--- config.mk ---
export PLATFORM = sky130hd
export DESIGN_NAME = seq_encoder_8to3
export DESIGN_NICKNAME = d
export VERILOG_FILES = /design/src/rtl/enc_pkg.sv /design/src/rtl/pe_find8.sv /design/src/rtl/seq_encoder_8to3.sv
export SDC_FILE = /design/constraint.sdc
export NUM_CORES = 1
export LEC_CHECK = 0
export BUFFER_PORTS_ARGS = -buffer_cell sky130_fd_sc_hd__buf_2
export CAP_MARGIN = 10
export CORE_ASPECT_RATIO = 0.9
export CORE_MARGIN = 2
export CORE_UTILIZATION = 35
export CTS_BUF_LIST = sky130_fd_sc_hd__clkbuf_8 sky130_fd_sc_hd__clkbuf_16
export CTS_CLUSTER_DIAMETER = 150
export DETAILED_ROUTE_END_ITERATION = 8
export GPL_ROUTABILITY_DRIVEN = 0
export HOLD_SLACK_MARGIN = 0.08
export PLACE_DENSITY = 0.55
export SLEW_MARGIN = 20
export SYNTH_ARGS = -nofsm -noshare
export SYNTH_HDL_FRONTEND = slang
export SYNTH_SLANG_ARGS = --single-unit
--- constraint.sdc ---
create_clock -name clk -period 4.85 [get_ports clk]
set_input_delay 0.97 -clock clk [delete_from_list [all_inputs] [get_ports clk]]
set_output_delay 0.97 -clock clk [all_outputs]
set_load 0.005 [all_outputs]
--- src/rtl/enc_pkg.sv ---
// ---------------------------------------------------------------------------
// enc_pkg
//
// Shared definitions for the sequential 8:3 priority encoder:
//   N           number of request lines (input word width)
//   W           index width, equal to clog2(N)
//   DROP_CNT_W  width of the saturating all-zero word counter
//   state_t     FSM states: IDLE accepts a word, DRAIN emits its indices
//   is_one_hot  true when exactly one bit of a word is set; used to flag
//               the final beat of a word
// ---------------------------------------------------------------------------
package enc_pkg;

  localparam int N          = 8;
  localparam int W          = 3;
  localparam int DROP_CNT_W = 8;

  typedef enum logic {
    IDLE  = 1'b0,
    DRAIN = 1'b1
  } state_t;

  // Counting every bit keeps the helper width-agnostic, and it avoids the
  // v & (v - 1) trick, which needs sized-arithmetic care.
  function automatic logic is_one_hot(input logic [N-1:0] v);
    int cnt;
    cnt = 0;
    for (int i = 0; i < N; i++) begin
      cnt = cnt + int'(v[i]);
    end
    return (cnt == 1);
  endfunction

endpackage

--- src/rtl/pe_find8.sv ---
// ---------------------------------------------------------------------------
// pe_find8
//
// Purely combinational N-bit find-first-set.
//
// Ports:
//   vec        input  N  word to search
//   msb_first  input  1  0: report the lowest set bit, 1: the highest
//   idx        output W  index of the selected set bit (0 when vec == 0)
//   found      output 1  vec has at least one bit set
// ---------------------------------------------------------------------------
module pe_find8
  import enc_pkg::*;
(
  input  logic [N-1:0] vec,
  input  logic         msb_first,
  output logic [W-1:0] idx,
  output logic         found
);

  // Priority is expressed by scan order: the last matching assignment in
  // the loop wins. To get the lowest set bit, scan downward so that bit 0
  // is visited last. To get the highest set bit, scan upward.
  always_comb begin
    idx   = '0;
    found = |vec;
    if (msb_first) begin
      for (int i = 0; i < N; i++) begin
        if (vec[i]) begin
          idx = W'(i);
        end
      end
    end else begin
      for (int i = N - 1; i >= 0; i--) begin
        if (vec[i]) begin
          idx = W'(i);
        end
      end
    end
  end

endmodule

--- src/rtl/seq_encoder_8to3.sv ---
// ---------------------------------------------------------------------------
// seq_encoder_8to3
//
// Sequential 8:3 priority encoder. A multi-hot request word is accepted
// over a valid/ready handshake. The block then emits the index of every
// set bit, one per output beat, and marks the final beat of the word with
// out_last. An all-zero word is swallowed and counted in drop_cnt, which
// saturates instead of wrapping.
//
// Build option:
//   ENC_MSB_FIRST_EN  when defined, indices are emitted highest first
//                     instead of lowest first. Ports and timing are the
//                     same in both builds.
//
// Ports:
//   clk        input   1           rising-edge clock
//   rst_n      input   1           synchronous active-low reset
//   in_valid   input   1           input word valid
//   in_ready   output  1           block can accept a word (state IDLE)
//   in_bits    input   N           multi-hot request word
//   out_valid  output  1           out_idx is valid
//   out_ready  input   1           consumer takes the current beat
//   out_idx    output  W           index of the current set bit
//   out_last   output  1           current beat is the last of the word
//   busy       output  1           a word is being drained
//   drop_cnt   output  DROP_CNT_W  saturating count of zero words
// ---------------------------------------------------------------------------
module seq_encoder_8to3
  import enc_pkg::*;
(
  input  logic                  clk,
  input  logic                  rst_n,
  input  logic                  in_valid,
  output logic                  in_ready,
  input  logic [N-1:0]          in_bits,
  output logic                  out_valid,
  input  logic                  out_ready,
  output logic [W-1:0]          out_idx,
  output logic                  out_last,
  output logic                  busy,
  output logic [DROP_CNT_W-1:0] drop_cnt
);

`ifdef ENC_MSB_FIRST_EN
  localparam logic MSB_FIRST = 1'b1;
`else
  localparam logic MSB_FIRST = 1'b0;
`endif

  localparam logic [N-1:0]          ONE_N    = {{(N-1){1'b0}}, 1'b1};
  localparam logic [DROP_CNT_W-1:0] DROP_MAX = '1;

  state_t                  state_q, state_d;
  logic [N-1:0]            pending_q, pending_d;
  logic [DROP_CNT_W-1:0]   drop_cnt_q, drop_cnt_d;

  logic [W-1:0]            find_idx;
  logic                    find_found;
  logic [N-1:0]            sel_mask;
  logic                    last_bit;
  logic                    accept;
  logic                    fire;

  // The finder always looks at the pending word. In IDLE, pending is zero,
  // so the finder reports index 0 and found = 0.
  pe_find8 u_find (
    .vec       (pending_q),
    .msb_first (MSB_FIRST),
    .idx       (find_idx),
    .found     (find_found)
  );

  // The handshake-facing outputs are derived only from state and pending.
  // in_ready does not look at in_valid, so an upstream valid cannot form a
  // combinational loop through this block.
  always_comb begin
    in_ready  = (state_q == IDLE);
    busy      = (state_q == DRAIN);
    out_valid = (state_q == DRAIN);
    last_bit  = is_one_hot(pending_q);
    out_idx   = (state_q == DRAIN) ? find_idx : '0;
    out_last  = (state_q == DRAIN) && last_bit;
    drop_cnt  = drop_cnt_q;
  end

  always_comb begin
    accept   = in_valid && in_ready;
    fire     = out_valid && out_ready;
    sel_mask = ONE_N << find_idx;
  end

  // Next-state logic. In IDLE, a nonzero word is loaded and drained.
  // A zero word only bumps the drop counter. In DRAIN, each fired beat
  // clears the bit it reported. The beat flagged as last returns the block
  // to IDLE with pending explicitly zeroed. If pending is ever empty while
  // in DRAIN, the FSM also falls back to IDLE, so it cannot get stuck
  // presenting a valid beat that has no set bit behind it.
  always_comb begin
    state_d    = state_q;
    pending_d  = pending_q;
    drop_cnt_d = drop_cnt_q;

    unique case (state_q)
      IDLE: begin
        if (accept) begin
          if (in_bits != '0) begin
            pending_d = in_bits;
            state_d   = DRAIN;
          end else if (drop_cnt_q != DROP_MAX) begin
            drop_cnt_d = drop_cnt_q + 1'b1;
          end
        end
      end

      DRAIN: begin
        if (!find_found) begin
          pending_d = '0;
          state_d   = IDLE;
        end else if (fire) begin
          if (last_bit) begin
            pending_d = '0;
            state_d   = IDLE;
          end else begin
            pending_d = pending_q & ~sel_mask;
          end
        end
      end

      default: begin
        pending_d = '0;
        state_d   = IDLE;
      end
    endcase
  end

  // Reset is synchronous, so a reset cycle that arrives during DRAIN throws
  // away whatever is still pending. No further beats are emitted.
  always_ff @(posedge clk) begin
    if (!rst_n) begin
      state_q    <= IDLE;
      pending_q  <= '0;
      drop_cnt_q <= '0;
    end else begin
      state_q    <= state_d;
      pending_q  <= pending_d;
      drop_cnt_q <= drop_cnt_d;
    end
  end

endmodule

==> results.yml <==
placement:
  dp_cells: 213
  placement.io_buffers: 26
  dp_hpwl_um: 2478
  place_ws_ps: 287.4
sta:
  holdWs_ps: 504.5
  hold_viol: 0
  final.period_utilization_pct: 96.44
  period_needed_ps: 4678
  fin_ws_ps: 172.4
  max-slew-margin-rel_pct: 60.09
  rsz0062_at_grt: "false"
  setup_viol: 0
  skew_ps: 1.237
  timing.fmax_ghz: 0.2138
  tightest_slew_ps: 593.2
  fin_tns_setup_ps: 0
  maxSlewViolCount: 0
final_layout:
  layout.cells.non_filler: 217
  final_cell_mix: "26 x buf_2, 16 x inv_1, 15 x dfxtp_1"
  final_common_cell: "buf_2"
  antenna_cells: 0
  drive_above_1_share_pct: 20.81
  nets: 196
  synthToLayoutAreaGrowth_pct: 17.62
clock_tree:
  cts_max_level: 1
  root_buffer: "clkbuf_8"
  tritoncts: "yes"
  clockBufferDepth: 2
  cts_sinks: 17
  numCtsBuffers: 3
  clkTransAtPathRegs_ps: 70
  clkLatencyLatePin_ps: 260
hold_path:
  hold_path.class: "reg2reg"
global_routing:
  overflow: 0
  antenna_found_initial: 0
  grt_pass1_wl_um: 5071
  grt_max_degree: 15
  grt_usage_pct: 17.26
  grt_pass1_vias: 1100
die:
  boundaryPins: 27
  die_x_um: 65.72
  placementRows: 20
  dieHeight_um: 59.55
  initial_core_util_pct: 36.05
  die-area_sq_mm: 0.003913
  core_sq_mm: 0.003328
yosys:
  ys_types: 42
  synth_nets: 169
  syn_area_sq_mm: 0.001200
  syn_inst: 147
  ys_ff_latch: 17
  syn_avg_cell_area_sq_um: 8.163
  yosys.area.top_type: "dfxtp_1"
  yosysSeqAreaShare_pct: 28.36
  synth_top_cells_by_area: "dfxtp_1 28%, fa_1 6.7%, ha_1 6.3%"
  ys_async_sr_fraction_pct: 0
  ys_warn_count: 0
  synth_ff_type: "dfxtp_1"
  yosysTopAreaCellShare_pct: 28.36
  synth_edf_count: 0
drt:
  wl_um: 3154
  ant_nets: 0
  dr.pass1.iters: 5
  wl_per_cell_um: 14.53
  drc: 0
  avgViaCountPerCell: 5.650
  num_vias: 1226
  drt_iter0_drc: 139
pwr:
  internal_power_mw: 0.2552
  clock_power_share_pct: 27.8
  power.density_mw_per_mm2: 279.3
  combPwrFrac_pct: 32.6
  peakVddDrop_v: 0.0001019
  p_leak_nw: 0.5695
  p_switching_mw: 0.1390
  p_sw_share_pct: 35.26
  pwr-share-seq_pct: 39.6
critical_path:
  criticalPathCategory: "reg2out"
  rrSetupSlack_ps: 1100
  crit_fanout: 7
  start_kind: "register"
  worstSetupEndpointType: "output pin"
  critPathArrivalTime_ps: 3710
  critical_path_required_ps: 3880
status:
  outcome: "complete, no violations"
job:
  max-cap-violations: 0
## timing repair
item,in CTS,in global routing
buffers inserted,0,0
pin swaps,0,1
hold buffers,0,0
setup endpoints to repair,1,1
gates resized for setup,1,1
## power by group through the flow
stage               Combinational (mW)  Sequential [mW]  Clock [mW]
CTS                              0.127            0.155       0.112
global placement                 0.124            0.158           0
detailed placement               0.127            0.159           0
global route                     0.141            0.157       0.118
floorplan                       0.0854            0.155           0
finish                           0.129            0.156       0.110
## metal layers
metal	share of wire, %	vias to the layer above	global-route usage (%)
met5	0	-	0
met4	1.3	0	5.060
met3	7.2	6	4.753
met2	44	54	24.82
met1	48	568	25.09
li1	-	598	-
## registers in the layout, summed over array words and instances, names as in the netlist
signal     count
drop_cnt       8
pending_q      8
busy           1
## logic make-up (layout without fill, tap and decap cells)
group           count (synthesis)  count (layout)  synth area share, %
compound gates                 45              45                26.80
simple gates                   51              51                22.52
mux                             1               1               0.8342
buf+inv                        22              48                7.821
fa+ha+maj                      10              10                12.93
flops                          17              17                28.36
xor+xnor                        1               1               0.7301
## area by class of cell
class / count / area (sq um)
clock buffers: 3 / 41.29
fillers: 349 / 1917
multi-input cells: 108 / 765.7
well taps: 44 / 55.05
repair buffers: 27 / 137.6
clock inverters: 1 / 5.005
inverters: 17 / 63.81
flip-flops and latches: 17 / 342.8
## worst paths after layout
check,from,endpoint,cells past startpoint
max reg2reg,pending_q[0],pending_q[1],13
min,drop_cnt[7],drop_cnt[7],2
max,pending_q[0],out_last,12
min reg2reg,drop_cnt[7],drop_cnt[7],2
## Yosys cell counts (2+ instances only)
cell type	instances
nor3_1	5
a21oi_1	9
o21ai_0	7
a31o_2	2
nor2_1	11
o31ai_1	5
nand3_1	2
a32oi_1	4
or3_1	3
nor4_1	4
clkbuf_1	3
ha_1	6
nand2_1	12
o31a_1	2
or4_1	4
fa_1	4
dfxtp_1	17
a2111o_1	2
a31oi_1	2
nand2b_1	3
o21a_1	4
inv_1	16
## per-stage QoR
stage	total power [mW]	util (%)	cell area (sq um)
2_1_floorplan	0.2402	-	1200
3_3_place_gp	0.2824	40.94	1363
3_5_place_dp	0.2854	40.94	1363
4_1_cts	0.3950	42.37	1410
5_1_grt	0.4162	42.41	1411
6_report	0.3942	42.41	1411
## critical path: stages (launching register included)
cell and delay [ps]:
dfxtp_2 390, inv_1 100, fa_1 560, fa_1 430
fa_1 440, inv_1 70, ha_1 160, inv_1 60
fa_1 370, nand2b_1 170, o41a_1 470, nor2_1 120
buf_2 120
Power figures use the tool's default switching activity.
